$ cat src/rtl/risk_pkg.sv
// risk_pkg: shared definitions for the risk issue stage.
//   - risk function codes and field widths
//   - risk_cmd_t: packed 51-bit command (func, reg select, addr, strides)
//   - FSM state type and func classification helpers
package risk_pkg;

    localparam int RISK_FUNC_W   = 3;
    localparam int RISK_REG_W    = 5;
    localparam int RISK_ADDR_W   = 15;
    localparam int RISK_STRIDE_W = 14;

    localparam logic [RISK_FUNC_W-1:0] RISK_NOP    = 3'b000;
    localparam logic [RISK_FUNC_W-1:0] RISK_STORE  = 3'b001;
    localparam logic [RISK_FUNC_W-1:0] RISK_LOAD   = 3'b010;
    localparam logic [RISK_FUNC_W-1:0] RISK_MATMUL = 3'b011;
    localparam logic [RISK_FUNC_W-1:0] RISK_ADD    = 3'b100;

    typedef struct packed {
        logic [RISK_FUNC_W-1:0]   func;
        logic [RISK_REG_W-1:0]    regsel;
        logic [RISK_ADDR_W-1:0]   addr;
        logic [RISK_STRIDE_W-1:0] stride_x;
        logic [RISK_STRIDE_W-1:0] stride_y;
    } risk_cmd_t;

    typedef enum logic {
        ST_IDLE = 1'b0,
        ST_HOLD = 1'b1
    } risk_state_t;

    // Codes that produce real work for the risk unit (NOP excluded).
    function automatic logic is_issuable(input logic [RISK_FUNC_W-1:0] f);
        return (f >= RISK_STORE) && (f <= RISK_ADD);
    endfunction

    function automatic logic is_illegal(input logic [RISK_FUNC_W-1:0] f);
        return f > RISK_ADD;
    endfunction

endpackage

$ cat src/rtl/risk_cmd_fifo.sv
// risk_cmd_fifo: synchronous FIFO of risk_cmd_t.
//   clk, resetn   : clock, synchronous active-low reset (empties the FIFO)
//   push, din     : write request and data (ignored when full)
//   pop, dout     : read request and head-of-queue data (ignored when empty)
//   full, empty   : occupancy flags
// Pointers carry one extra wrap bit; full when only the wrap bits differ.
module risk_cmd_fifo
    import risk_pkg::*;
#(
    parameter int DEPTH = 4
) (
    input  logic      clk,
    input  logic      resetn,
    input  logic      push,
    input  risk_cmd_t din,
    input  logic      pop,
    output risk_cmd_t dout,
    output logic      full,
    output logic      empty
);

    localparam int AW = $clog2(DEPTH);

    logic [AW:0] wr_ptr;
    logic [AW:0] rd_ptr;
    risk_cmd_t   mem [DEPTH];

    logic do_push;
    logic do_pop;

    assign do_push = push && !full;
    assign do_pop  = pop && !empty;

    assign empty = (wr_ptr == rd_ptr);
    assign full  = (wr_ptr[AW] != rd_ptr[AW]) &&
                   (wr_ptr[AW-1:0] == rd_ptr[AW-1:0]);
    assign dout  = mem[rd_ptr[AW-1:0]];

    always_ff @(posedge clk) begin
        if (!resetn) begin
            wr_ptr <= '0;
            rd_ptr <= '0;
        end else begin
            if (do_push) wr_ptr <= wr_ptr + 1'b1;
            if (do_pop)  rd_ptr <= rd_ptr + 1'b1;
        end
    end

    // Storage needs no reset: entries are only read after being written.
    always_ff @(posedge clk) begin
        if (do_push) mem[wr_ptr[AW-1:0]] <= din;
    end

endmodule

$ cat src/rtl/risk_issue.sv
// risk_issue: issue stage in front of the risk matrix unit.
// Buffers core commands in a FIFO and presents each one on the risk_*
// outputs for exactly HOLD_CYCLES clocks; NOPs are dropped silently and
// illegal codes (101..111) are dropped with a one-cycle err_illegal pulse.
//   clk, resetn          : clock, synchronous active-low reset
//   in_valid/in_ready    : command handshake from the core
//   in_func..in_stride_y : command fields
//   risk_*               : registered command driven to the risk unit
//   busy                 : FIFO non-empty or a command is being held
//   err_illegal          : pulse, cycle after an illegal code was accepted
// Optional macro RISK_ISSUE_STATS_EN adds saturating counters
//   stat_issued (16b), stat_stall (16b), stat_illegal (8b).
module risk_issue
    import risk_pkg::*;
#(
    parameter int DEPTH       = 4,
    parameter int HOLD_CYCLES = 2
) (
    input  logic                     clk,
    input  logic                     resetn,
    input  logic                     in_valid,
    output logic                     in_ready,
    input  logic [RISK_FUNC_W-1:0]   in_func,
    input  logic [RISK_REG_W-1:0]    in_reg,
    input  logic [RISK_ADDR_W-1:0]   in_addr,
    input  logic [RISK_STRIDE_W-1:0] in_stride_x,
    input  logic [RISK_STRIDE_W-1:0] in_stride_y,
    output logic [RISK_FUNC_W-1:0]   risk_func,
    output logic [RISK_REG_W-1:0]    risk_reg,
    output logic [RISK_ADDR_W-1:0]   risk_addr,
    output logic [RISK_STRIDE_W-1:0] risk_stride_x,
    output logic [RISK_STRIDE_W-1:0] risk_stride_y,
    output logic                     busy,
    output logic                     err_illegal
`ifdef RISK_ISSUE_STATS_EN
    ,
    output logic [15:0]              stat_issued,
    output logic [15:0]              stat_stall,
    output logic [7:0]               stat_illegal
`endif
);

    localparam logic [3:0] HOLD_M1 = 4'(HOLD_CYCLES - 1);

    risk_cmd_t   in_cmd;
    risk_cmd_t   head;
    risk_cmd_t   out_q;
    risk_state_t state_q;
    risk_state_t state_d;
    logic [3:0]  cnt_q;
    logic        full;
    logic        empty;
    logic        accept;
    logic        push;
    logic        illegal;
    logic        pop;
    logic        go_idle;

    // Ready comes from registered occupancy only: a pop in the same cycle
    // does not open a slot, keeping ready free of any path through the FSM.
    assign in_ready = resetn && !full;
    assign accept   = in_valid && in_ready;
    assign push     = accept && is_issuable(in_func);
    assign illegal  = accept && is_illegal(in_func);

    always_comb begin
        in_cmd          = '0;
        in_cmd.func     = in_func;
        in_cmd.regsel   = in_reg;
        in_cmd.addr     = in_addr;
        in_cmd.stride_x = in_stride_x;
        in_cmd.stride_y = in_stride_y;
    end

    risk_cmd_fifo #(.DEPTH(DEPTH)) u_fifo (
        .clk    (clk),
        .resetn (resetn),
        .push   (push),
        .din    (in_cmd),
        .pop    (pop),
        .dout   (head),
        .full   (full),
        .empty  (empty)
    );

    always_comb begin
        state_d = state_q;
        pop     = 1'b0;
        go_idle = 1'b0;
        case (state_q)
            ST_IDLE: begin
                if (!empty) begin
                    pop     = 1'b1;
                    state_d = ST_HOLD;
                end
            end
            ST_HOLD: begin
                // Last hold cycle: chain the next command with no NOP gap.
                if (cnt_q == '0) begin
                    if (!empty) begin
                        pop = 1'b1;
                    end else begin
                        go_idle = 1'b1;
                        state_d = ST_IDLE;
                    end
                end
            end
            default: state_d = ST_IDLE;
        endcase
    end

    always_ff @(posedge clk) begin
        if (!resetn) begin
            state_q     <= ST_IDLE;
            cnt_q       <= '0;
            out_q       <= '0;
            err_illegal <= 1'b0;
        end else begin
            state_q     <= state_d;
            err_illegal <= illegal;
            if (pop) begin
                out_q <= head;
                cnt_q <= HOLD_M1;
            end else if (go_idle) begin
                // Only func returns to NOP; operand fields keep last values.
                out_q.func <= RISK_NOP;
            end else if (state_q == ST_HOLD) begin
                cnt_q <= cnt_q - 1'b1;
            end
        end
    end

    assign risk_func     = out_q.func;
    assign risk_reg      = out_q.regsel;
    assign risk_addr     = out_q.addr;
    assign risk_stride_x = out_q.stride_x;
    assign risk_stride_y = out_q.stride_y;
    assign busy          = !empty || (state_q == ST_HOLD);

`ifdef RISK_ISSUE_STATS_EN
    always_ff @(posedge clk) begin
        if (!resetn) begin
            stat_issued  <= '0;
            stat_stall   <= '0;
            stat_illegal <= '0;
        end else begin
            if (pop && (stat_issued != '1))
                stat_issued <= stat_issued + 1'b1;
            if (in_valid && !in_ready && (stat_stall != '1))
                stat_stall <= stat_stall + 1'b1;
            if (illegal && (stat_illegal != '1))
                stat_illegal <= stat_illegal + 1'b1;
        end
    end
`endif

endmodule
$ cat config.mk
export PLATFORM = sky130hd
export DESIGN_NAME = risk_issue
export DESIGN_NICKNAME = d
export VERILOG_FILES = /design/src/rtl/risk_pkg.sv /design/src/rtl/risk_cmd_fifo.sv /design/src/rtl/risk_issue.sv
export SDC_FILE = /design/constraint.sdc
export NUM_CORES = 1
export LEC_CHECK = 0
export CORE_MARGIN = 2
export CORE_UTILIZATION = 50
export CTS_BUF_LIST = sky130_fd_sc_hd__clkbuf_16
export DETAILED_ROUTE_END_ITERATION = 6
export PLACE_DENSITY = 0.78
export SYNTH_ARGS = -nofsm -noshare
export SYNTH_HDL_FRONTEND = slang
export SYNTH_SLANG_ARGS = --single-unit
$ cat constraint.sdc
create_clock -name clk -period 2.87 [get_ports clk]
set_clock_uncertainty 0.1 [all_clocks]
set_input_delay 0.574 -clock clk [delete_from_list [all_inputs] [get_ports clk]]
set_output_delay 0.574 -clock clk [all_outputs]
set_load 0.005 [all_outputs]
## Word-level counts from Yosys, hierarchy flattened

Memories as Yosys holds them, arrays and structs flattened. A register that Yosys moved wholly into a read port is not among the register bits.
Index checks and enable logic that the tools add are counted.

- Memory bits (writable): 204
- Memories kept: 1
- Input bits: 54
- Register bits: 63
- Output and inout bits: 54
- Word-level logic and storage cells: 59

- Reduce and logical (&&, ||, !) cells: 17
- Add/subtract/negate cells: 3
- Order comparisons: 3
- Bitwise gates (word level): 3
- Equality and inequality tests: 4
- Muxes and demuxes: 17

Memory list:

| memory | words | bits a word | read ports | clocked after Yosys merged registers in | wr ports | line | RTL |
|---|---|---|---|---|---|---|---|
| u_fifo.mem | 4 | 51 | 1 | 1 | 1 | risk_cmd_fifo.sv:26 | `risk_cmd_t mem [DEPTH];` |

Operator list:

| operator | number |
|---|---|
| $mux 1 | 11 |
| $logic_and 1x1->1 | 8 |
| $add 3x1->3 const B | 2 |
| $mux 3 | 2 |
| $logic_not 4->1 | 1 |
| $mux 2 | 2 |
| $pmux 1 s2 | 2 |
| $reduce_and 2->1 | 2 |
| $reduce_bool 2->1 | 2 |
| $sub 4x1->4 const B | 1 |
| $eq 3x3->1 | 1 |
| $ge 3x1->1 const B | 1 |
| $gt 3x3->1 const B | 1 |
| $le 3x3->1 const B | 1 |
| $not 1->1 | 3 |
| $eq 2x2->1 | 1 |
| $logic_not 1->1 | 2 |
| $ne 2x1->1 const B | 1 |
| $reduce_or 2->1 | 1 |
| $logic_or 1x1->1 | 1 |
| $ne 1x1->1 | 1 |

## Longest topological paths before layout

Gate-level depths: netlist of run 1.

- Depth after elaboration: 9
- Gate-level depth with buffers: 8

## Modules after synthesis

A second synthesis of run 1 with hierarchy kept.

- Cells, all modules: 594
- Area, all modules: 10246.1 µm²

By module, submodules not included:

| module | cells an instance | instances | area an instance (µm²) | sequential area each (µm²) |
|---|---|---|---|---|
| risk_cmd_fifo | 335 | 1 | 7901.3 | 6286.0 |
| risk_issue | 259 | 1 | 2344.7 | 1141.1 |

## Worst setup path before layout of run 1

No wires, ideal clock.

- Path type: input to register
- Start point: input port resetn
- End point: memory u_fifo.mem[0][0] (netlist bit) (enable)
- Data arrival time: 2.377 ns
- Path buffers: 1
- Setup time: 0.414 ns
- Cell stages on the path: 4
- Path slack: -0.021 ns
- Cells stage by stage: clkbuf_1 o31ai_1 nor2_1 and2_1

- Longest elaborated chain between the ends: 6

Ends and longest elaborated chain:

| element | line | RTL |
|---|---|---|
| from (decl) | risk_issue.sv:20 | `input logic resetn,` |
| $logic_and 1x1->1 | risk_issue.sv:61 | `assign in_ready = resetn && !full;` |
| $logic_and 1x1->1 | risk_issue.sv:62 | `assign accept = in_valid && in_ready;` |
| $logic_and 1x1->1 | risk_issue.sv:63 | `assign push = accept && is_issuable(in_func);` |
| $logic_and 1x1->1 | risk_cmd_fifo.sv:31 | `assign do_push = push && !full;` |
| $mux 1 | risk_cmd_fifo.sv:51 | `if (do_push) mem[wr_ptr[AW-1:0]] <= din;` |
| $mux 1 (not written as such) | risk_cmd_fifo.sv:51 |  |
| to (decl) | risk_cmd_fifo.sv:26 |  |

No other way between the ends.

## Final worst setup path of run 1

- Start point: register u_fifo.wr_ptr[0]
- End point: output port busy

- Longest elaborated chain between the ends: 3

Ends and longest elaborated chain:

| element | line | RTL |
|---|---|---|
| from (decl) | risk_cmd_fifo.sv:24 | `logic [AW:0] wr_ptr;` |
| from (signal assigned) | risk_cmd_fifo.sv:44 | `if (do_push) wr_ptr <= wr_ptr + 1'b1;` |
| $eq 3x3->1 | risk_cmd_fifo.sv:34 | `assign empty = (wr_ptr == rd_ptr);` |
| $logic_not 1->1 | risk_issue.sv:138 | `assign busy = !empty \|\| (state_q == ST_HOLD);` |
| $logic_or 1x1->1 | risk_issue.sv:138 |  |
| to (decl) | risk_issue.sv:33 | `output logic busy,` |

No other way between the ends.

==> results of run 1 <==
## worst max-delay path by stage
stage,slack [ns],end,cells past startpoint,from
6_report,0.10,busy,4,u_fifo.wr_ptr[0]
5_1_grt,-0.02,busy,4,u_fifo.wr_ptr[1]
4_1_cts,0.001,busy,4,u_fifo.wr_ptr[2]
3_5_place_dp,0.07,u_fifo.mem[3][26],6,in_func[1]
3_3_place_gp,0.15,u_fifo.mem[3][28],6,in_func[1]
2_1_floorplan,0.53,u_fifo.mem[0][0],4,resetn
## worst min-delay path, stage by stage
cell and delay [ns]:
buf_4 0.13, o31ai_2 0.11, nor2_1 0.07
## layer usage
layer | track usage [%] | share of wire [%]
met3 | 3.05 | 5.2
met5 | 0 | 0
met1 | 23.7 | 39
met4 | 5.79 | 1.6
met2 | 35.1 | 54
## placed cells by master, fill, tap and decap left out, types with 3 or more instances in the layout
master and n:
mux4_2 51, clkinv_1 5, buf_12 7, nand3_1 102, clkdlybuf4s50_1 106, buf_4 10
nor2_1 4, and2_2 4, clkbuf_16 26, mux2i_1 3, ha_1 7, clkinv_2 8
xnor2_1 3, dfxtp_1 63, and2_1 3, nand2_1 59, edfxtp_1 204, inv_1 11
and3_1 4, o21ai_0 7
## through the flow
step	TNS, ns	setup slack (ns)	area (um2)	cells
final	0	0.102	12200	980
after global routing	-0.0270	-0.0208	12200	980
after CTS	0	0.00140	12200	980
after detailed placement	0	0.0724	11400	932
after global placement	0	0.150	11400	932
after floorplan	0	0.530	9950	580
## final cells by class
class | count | area, um2 | area share [%]
clock buffers | 26 | 651 | 5.32
clock inverters | 22 | 163 | 1.33
inverters | 6 | 22.5 | 0.184
multi-input cells | 269 | 2360 | 19.3
flip-flops and latches | 269 | 7430 | 60.7
well taps | 265 | 332 | 2.71
repair buffers | 123 | 1280 | 10.4
## power by group through the flow
stage                     registers, mW  clock network [mW]  logic, mW
final                              4.93                3.22       2.64
after global routing               4.99                3.43       2.87
after CTS                          4.95                3.27       2.67
after detailed placement           5.02                   0       2.64
after global placement             4.99                   0       2.56
after floorplan                    4.89                   0       1.52
## logic make-up (layout without fill, tap and decap cells)
group / after synthesis / after routing
AO/OA/AOI/OAI: 18 / 18
XOR/XNOR: 6 / 6
adder cells (fa/ha/maj): 7 / 7
buffers and inverters: 42 / 177
flip-flops: 269 / 269
multiplexers: 54 / 54
AND/OR/NAND/NOR: 184 / 184
==> run_results.csv, run 1 <==
group,metric,value,unit
status,outcome,"completed",
critical_path,endpoint_kind,"output pin",
floorplanning,die_y,145,um
critical_path,reg2reg_to,"u_fifo.rd_ptr[2]",
synthesis,syn_inst,580,
critical_path,slowest_delay,0.44,ns
power_and_ir_drop,leakagePower,4.21,nW
synthesis,ys_ff_latch,269,
final_layout,drive_gt1_share,16.8,%
timing,post-route-period-util,96.5,%
placed_design,hpwlAfterDp,12400,um
synthesis,synth_fa_ha_area_share,0.881,%
detailed_routing,ant_nets,0,
cts,clk_pin_slew,0.07,ns
critical_path,path_buf_inv,1,
critical_path,r2r_start,"cnt_q[0]",
floorplanning,die_x,145,um
global_routing,grt_pass1_vias,5821,
worst_hold_path,hold_start,"resetn",
timing,worst_slew_pin_slew,0.665,ns
detailed_routing,dr.pass1.iters,4,
synthesis,synth-xor-area-share,0.528,%
floorplanning,io-pin-count,108,
cts,hold_buffers,0,
critical_path,cp-start-kind,"register",
global_routing,grt_pass1_wl,31900,um
synthesis,synth_cell_types,33,
power_and_ir_drop,p_clk_share,29.8,%
power_and_ir_drop,p_int,7.82,mW
final_layout,num-fill-cells,1329,
global_routing,grt-ovfl-total,0,
synthesis,syn_nets,641,
power_and_ir_drop,power.net_switching,2.98,mW
power_and_ir_drop,pwr-share-comb,24.5,%
synthesis,synth_edf_count,204,
power_and_ir_drop,switching_share,27.6,%
synthesis,syn_area,0.00995,mm2
cts,post-cts-setup-buffer-count,0,
synthesis,yosys_warnings,0,
detailed_routing,drt-initial-drc-count,402,
synthesis,synth_simple_gate_area_share,8.81,%
critical_path,required,2.20,ns
synthesis,ys_seq_area_share,74.7,%
critical_path,crit_type,"reg2out",
worst_hold_path,min_path_type,"in2reg",
final_layout,final_nets,756,
cts,numClockSinks,269,
synthesis,synth_common_cells,"edfxtp_1 (204), nand3_1 (102), dfxtp_1 (65), nand2_1 (59), mux4_2 (51)",
cts,cts_repair_resize_count,1,
synthesis,synth_top_family_by_area,"multiplexers",
final_layout,postLayoutCoreUtil,62.9,%
power_and_ir_drop,power,10.8,mW
floorplanning,num_rows,51,
timing,finalSetupViolations,0,
cts,cts_root_buf,"clkbuf_16",
global_routing,track_usage,19.2,%
timing,max_freq,361,MHz
timing,rsz0062_at_grt,"yes",
timing,drv_slew,0,
final_layout,area_growth,23.0,%
power_and_ir_drop,p_seq_share,45.7,%
cts,htreeDepth,1,
cts,cts_tree,"built",
critical_path,r2r_slack,0.68,ns
global_routing,grt_antenna_before_repair,0,
power_and_ir_drop,peakVddDrop,0.526,mV
critical_path,rr_worst_depth,7,
placed_design,place.gp.congestion,0.732,
detailed_routing,vias,5428,
power_and_ir_drop,power.density,882,mW/mm2
worst_hold_path,min_to,"err_illegal",
floorplanning,start_util,51.1,%
worst_hold_path,whs_path_depth,3,
synthesis,synth_top_flop_cell,"edfxtp_1",
placed_design,numPortBuffers,107,
final_layout,largest_reg_flops,204,
critical_path,arrival,2.09,ns
detailed_routing,drc,0,
synthesis,synth-compound-area-share,1.35,%
timing,period_minus_slack,2.77,ns
synthesis,ys_top_cells_by_area,"edfxtp_1 (62%), dfxtp_1 (13%), mux4_2 (12%), nand3_1 (5.1%), nand2_1 (2.2%)",
critical_path,cp_cell_sequence,"xnor2_1 > and3_1 > nand2_1 > clkdlybuf4s50_1",
critical_path,crit_path_top_delay_cell,"clkdlybuf4s50_1",
timing,timing.slew.headroom,55.7,%
detailed_routing,wl_per_cell,20.6,um
global_routing,grt_max_degree,119,
cts,clk_path_buf_depth,3,
synthesis,yosysTopAreaCellShare,61.6,%
timing,fin_hold_ws,0.311,ns
synthesis,yosysMostFrequentCell,"edfxtp_1",
cts,numCtsBuffers,26,
timing,hold_viol_final,0,
critical_path,path_delay_family,"buffers and inverters",
flow_run,cap_violations,0,
floorplanning,die_area,0.0210,mm2
detailed_routing,drt-total-wl,20200,um
floorplanning,core,0.0195,mm2
synthesis,synth_top_cell_by_area,"edfxtp_1",
cts,clkLatencyLatePin,0.53,ns
critical_path,cp_max_fo,6,
synthesis,syn_area_per_cell,17.1,um2
synthesis,synthArstFlopShare,0,%
final_layout,diodes,0,
synthesis,synth.area.mux_share,11.9,%
detailed_routing,vias_per_cell,5.54,
No activity file was read; power rests on OpenSTA's default activity.
==> run 2: changes to the inputs <==
--- a/config.mk
+++ b/config.mk
@@ -9,6 +9,8 @@
 export CORE_UTILIZATION = 50
 export CTS_BUF_LIST = sky130_fd_sc_hd__clkbuf_16
 export DETAILED_ROUTE_END_ITERATION = 6
+export GPL_ROUTABILITY_DRIVEN = 0
+export GPL_TIMING_DRIVEN = 0
 export PLACE_DENSITY = 0.78
 export SYNTH_ARGS = -nofsm -noshare
 export SYNTH_HDL_FRONTEND = slang
==> run_results.csv, run 2 (same netlist as run 1, synthesis figures left out) <==
group,metric,value,unit
floorplanning,num_rows,51,
timing,worst_slew_pin_slew,0.818,ns
placed_design,dpl.cell_count,953,
final_layout,final_common_cell,"edfxtp_1",
detailed_routing,vias,5539,
detailed_routing,ant_nets,0,
cts,htreeDepth,1,
power_and_ir_drop,peakVddDrop,0.560,mV
power_and_ir_drop,leakagePower,4.25,nW
critical_path,endpoint_kind,"output pin",
global_routing,busiest_layer,"met2",
detailed_routing,vias_per_cell,5.52,
final_layout,diodes,0,
worst_hold_path,min_path_type,"reg2reg",
timing,finalSetupViolations,0,
cts,post-cts-setup-buffer-count,0,
global_routing,grt_antenna_before_repair,0,
cts,clkLatencyLatePin,0.52,ns
timing,period_minus_slack,2.73,ns
final_layout,drive_gt1_share,16.1,%
global_routing,grt-ovfl-total,0,
timing,setup_slack,0.141,ns
timing,timing.slew.headroom,45.5,%
cts,cts_root_buf,"clkbuf_16",
placed_design,numPortBuffers,106,
critical_path,required,2.20,ns
power_and_ir_drop,power.density,902,mW/mm2
timing,hold_viol_final,0,
global_routing,grtUsageMet3,2.99,%
detailed_routing,drt-total-wl,20200,um
global_routing,grt_pass1_wl,31600,um
cts,numCtsBuffers,27,
power_and_ir_drop,p_seq_share,43.6,%
cts,hold_buffers,0,
final_layout,area_growth,23.6,%
power_and_ir_drop,switching_share,27.1,%
power_and_ir_drop,p_int,8.08,mW
power_and_ir_drop,power,11.1,mW
cts,clk_path_buf_depth,3,
global_routing,met1_usage,23.1,%
final_layout,final_nets,778,
floorplanning,io-pin-count,108,
final_layout,layoutNonFillerInstCount,1003,
power_and_ir_drop,power.net_switching,3.01,mW
floorplanning,die_y,145,um
floorplanning,core,0.0195,mm2
power_and_ir_drop,pwr-share-comb,25.1,%
timing,drv_slew,0,
timing,fin_hold_ws,0.354,ns
cts,cts_tree,"built",
timing,post-route-period-util,95.1,%
final_layout,largest_reg_flops,204,
detailed_routing,drc,0,
timing,rsz0062_at_grt,"no",
critical_path,crit_type,"reg2out",
cts,clk_pin_slew,0.06,ns
critical_path,cp_max_fo,6,
detailed_routing,wl_per_cell,20.1,um
power_and_ir_drop,p_clk_share,31.3,%
critical_path,cp-start-kind,"register",
timing,max_freq,366,MHz
detailed_routing,dr.pass1.iters,5,
global_routing,track_usage,19.1,%
global_routing,grt_max_degree,52,
global_routing,use_met2,35.1,%
cts,numClockSinks,269,
floorplanning,start_util,51.1,%
global_routing,grt_pass1_vias,5983,
floorplanning,die_x,145,um
critical_path,arrival,2.06,ns
placed_design,hpwlAfterDp,12700,um
flow_run,cap_violations,0,
placed_design,pre_cts_slack,-0.553,ns
floorplanning,die_area,0.0210,mm2
status,outcome,"completed",
detailed_routing,drt-initial-drc-count,318,
final_layout,final_cell_mix,"edfxtp_1 (204), clkdlybuf4s50_1 (106), nand3_1 (102)",
## run 2: cell count changes in the layout (fill, tap and decap cells not counted), sizes merged
cell,before,now
buf,17,23
clkinv,15,10
bufinv,2,4
clkbuf,26,42
inv,11,15
## run 2: power groups by stage
stage	sequential, mW	combinational [mW]	clock (mW)
CTS	4.84	2.80	3.51
floorplan	4.89	1.52	0
global placement	4.90	2.69	0
detailed placement	4.92	2.77	0
global route	4.88	3.00	3.66
finish	4.84	2.78	3.47
## run 2: path summary, 6_finish.rpt
check	slack [ns]	to	cells after the start	from
max	0.14	in_ready	4	u_fifo.wr_ptr[0]
min	0.35	risk_addr[11]	2	risk_addr[11]
max reg2reg	0.33	u_fifo.mem[3][23]	5	u_fifo.wr_ptr[0]
min reg2reg	0.35	risk_addr[11]	2	risk_addr[11]
## run 2: repair_timing
action                                  CTS  global route
gates resized for setup                   1             3
endpoints found under the setup margin   51             2
gates cloned                              0             0
## run 2: final cells by class
type,instances,area (um2)
flip-flops and latches,269,7430
clock inverters,23,210
multi-input cells,269,2360
clock buffers,27,676
repair buffers,108,1100
plain buffers,36,168
well taps,265,332
fillers,1337,7170
inverters,6,22.5
## run 2: critical path: stages, from the launching register on
cell	delay, ns
dfxtp_1	0.51
xor2_1	0.15
o31ai_2	0.35
inv_1	0.07
clkdlybuf4s50_1	0.45
## run 2: layer usage
layer  part of all wire [%]  wire length, um
met5                      0                0
met4                    2.5              512
met1                     39             7830
met2                     53            10700
met3                    5.6             1130
## run 2: through the flow
step           cell area [um2]  utilization (%)  TNS [ns]
6_report                 12300             63.2         0
3_3_place_gp             11300             58.3    -80.48
5_1_grt                  12300             63.2         0
3_5_place_dp             11400             58.5    -42.18
2_1_floorplan             9950                -         0
4_1_cts                  12300             63.1         0
==> run 3: changes to the inputs <==
--- a/config.mk
+++ b/config.mk
@@ -5,6 +5,7 @@
 export SDC_FILE = /design/constraint.sdc
 export NUM_CORES = 1
 export LEC_CHECK = 0
+export CAP_MARGIN = 20
 export CORE_MARGIN = 2
 export CORE_UTILIZATION = 50
 export CTS_BUF_LIST = sky130_fd_sc_hd__clkbuf_16
@@ -12,6 +13,7 @@
 export GPL_ROUTABILITY_DRIVEN = 0
 export GPL_TIMING_DRIVEN = 0
 export PLACE_DENSITY = 0.78
+export SLEW_MARGIN = 20
 export SYNTH_ARGS = -nofsm -noshare
 export SYNTH_HDL_FRONTEND = slang
 export SYNTH_SLANG_ARGS = --single-unit
==> run_results.csv, run 3 (same netlist as run 1, synthesis figures left out) <==
group,metric,value,unit
timing,rsz0062_at_grt,"no",
power_and_ir_drop,peakVddDrop,0.493,mV
detailed_routing,dr.pass1.iters,4,
critical_path,reg2reg_to,"u_fifo.mem[3][27]",
detailed_routing,drt-total-wl,20000,um
critical_path,r2r_start,"u_fifo.wr_ptr[1]",
global_routing,grt_antenna_before_repair,0,
final_layout,area_growth,22.7,%
floorplanning,die_x,145,um
final_layout,final_cell_mix,"edfxtp_1 (204), clkdlybuf4s50_1 (106), nand3_1 (102)",
global_routing,grt-ovfl-total,0,
critical_path,endpoint_kind,"output pin",
cts,clk_pin_slew,0.06,ns
critical_path,cp-start-kind,"register",
detailed_routing,vias_per_cell,5.48,
floorplanning,core,0.0195,mm2
timing,drv_slew,0,
timing,period_minus_slack,2.72,ns
timing,post-route-period-util,94.7,%
detailed_routing,vias,5486,
critical_path,crit_type,"reg2out",
critical_path,r2r_slack,0.38,ns
final_layout,multi_input_comb_area,0.00236,mm2
placed_design,numPortBuffers,106,
final_layout,final_nets,777,
floorplanning,num_rows,51,
worst_hold_path,whs_path_depth,2,
final_layout,num-fill-cells,1350,
cts,clk_path_buf_depth,3,
timing,hold_viol_final,0,
final_layout,drive_gt1_share,15.9,%
final_layout,final_common_cell,"edfxtp_1",
worst_hold_path,min_path_type,"reg2reg",
floorplanning,die_area,0.0210,mm2
global_routing,track_usage,18.9,%
timing,timing.slew.headroom,44.9,%
global_routing,grt_pass1_wl,31500,um
cts,cts_tree,"built",
detailed_routing,wl_per_cell,19.9,um
critical_path,rr_worst_depth,4,
final_layout,largest_reg_flops,204,
floorplanning,io-pin-count,108,
global_routing,grt_pass1_vias,5951,
timing,fin_hold_ws,0.352,ns
flow_run,cap_violations,0,
placed_design,hpwlAfterDp,12500,um
critical_path,required,2.20,ns
placed_design,dpl-instance-area,0.0114,mm2
final_layout,fin_area,0.0122,mm2
power_and_ir_drop,power.density,886,mW/mm2
timing,worst_slew_pin_slew,0.826,ns
detailed_routing,ant_nets,0,
final_layout,postLayoutCoreUtil,62.7,%
final_layout,regArea,0.00743,mm2
cts,htreeDepth,1,
cts,clkLatencyLatePin,0.53,ns
critical_path,cp_max_fo,6,
final_layout,layoutNonFillerInstCount,1001,
power_and_ir_drop,leakagePower,4.20,nW
cts,numClockSinks,269,
detailed_routing,drt-initial-drc-count,376,
global_routing,grt_max_degree,52,
timing,finalSetupViolations,0,
status,outcome,"completed",
floorplanning,die_y,145,um
placed_design,dpl.cell_count,952,
worst_hold_path,min_to,"risk_stride_y[3]",
timing,max_freq,368,MHz
cts,numCtsBuffers,27,
floorplanning,start_util,51.1,%
cts,cts_root_buf,"clkbuf_16",
detailed_routing,drc,0,
critical_path,arrival,2.04,ns
final_layout,diodes,0,
worst_hold_path,hold_start,"risk_stride_y[3]",
## run 3: cell count changes in the layout (fill, tap and decap cells not counted), sizes merged
cell | previous run | this run
clkinv | 10 | 11
clkinvlp | 0 | 2
bufinv | 4 | 1
inv | 15 | 14
buf | 23 | 22
## run 3: power breakdown
part           internal [mW]  leakage (nW)  switching (mW)
Combinational           1.40          1.40            1.36
Sequential              4.60          2.38           0.240
Clock                   1.80         0.419            1.40
## run 3: cell type report
type	count	share of cell area [%]
buffer	36	1.37
clock buffer	27	5.54
clock inverter	22	1.10
inverter	6	0.185
multi-input combinational	269	19.3
sequential	269	60.9
tap	265	2.72
timing repair buffer	107	8.86
## run 3: how the worst max path moves through the flow
stage / from / to / slack [ns]
2_1_floorplan: resetn / u_fifo.mem[0][0] / 0.53
3_3_place_gp: in_func[1] / u_fifo.mem[2][23] / -0.40
3_5_place_dp: in_func[1] / u_fifo.mem[1][44] / -0.13
4_1_cts: u_fifo.wr_ptr[1] / in_ready / 0.02
5_1_grt: u_fifo.wr_ptr[1] / in_ready / 0.02
6_report: u_fifo.wr_ptr[1] / in_ready / 0.15
## run 3: worst max-delay path, stage by stage, from the launching register on
cell and delay (ns):
dfxtp_1 0.47, xor2_1 0.33, o31ai_4 0.13, inv_1 0.08, clkdlybuf4s50_1 0.50
## run 3: per-stage QoR
stage / worst slack [ns] / TNS (ns) / power, mW
global route: 0.0218 / 0 / 11.3
floorplan: 0.530 / 0 / 6.42
global placement: -0.404 / -80.48 / 7.59
finish: 0.153 / 0 / 10.8
detailed placement: -0.127 / -17.64 / 7.69
CTS: 0.0233 / 0 / 10.9
## run 3: routing by layer
layer | wire (um) | track usage, % | up-vias
met5 | 0 | 0 | -
li1 | - | - | 2515
met1 | 7930 | 23.4 | 2772
met3 | 1040 | 3.14 | 39
met4 | 476 | 6.34 | 0
met2 | 10500 | 34.0 | 160
## run 3: timing repair
action,in CTS,in global routing
resized for setup,0,3
setup buffers,0,0
setup endpoints to repair,0,1
hold buffers,0,0
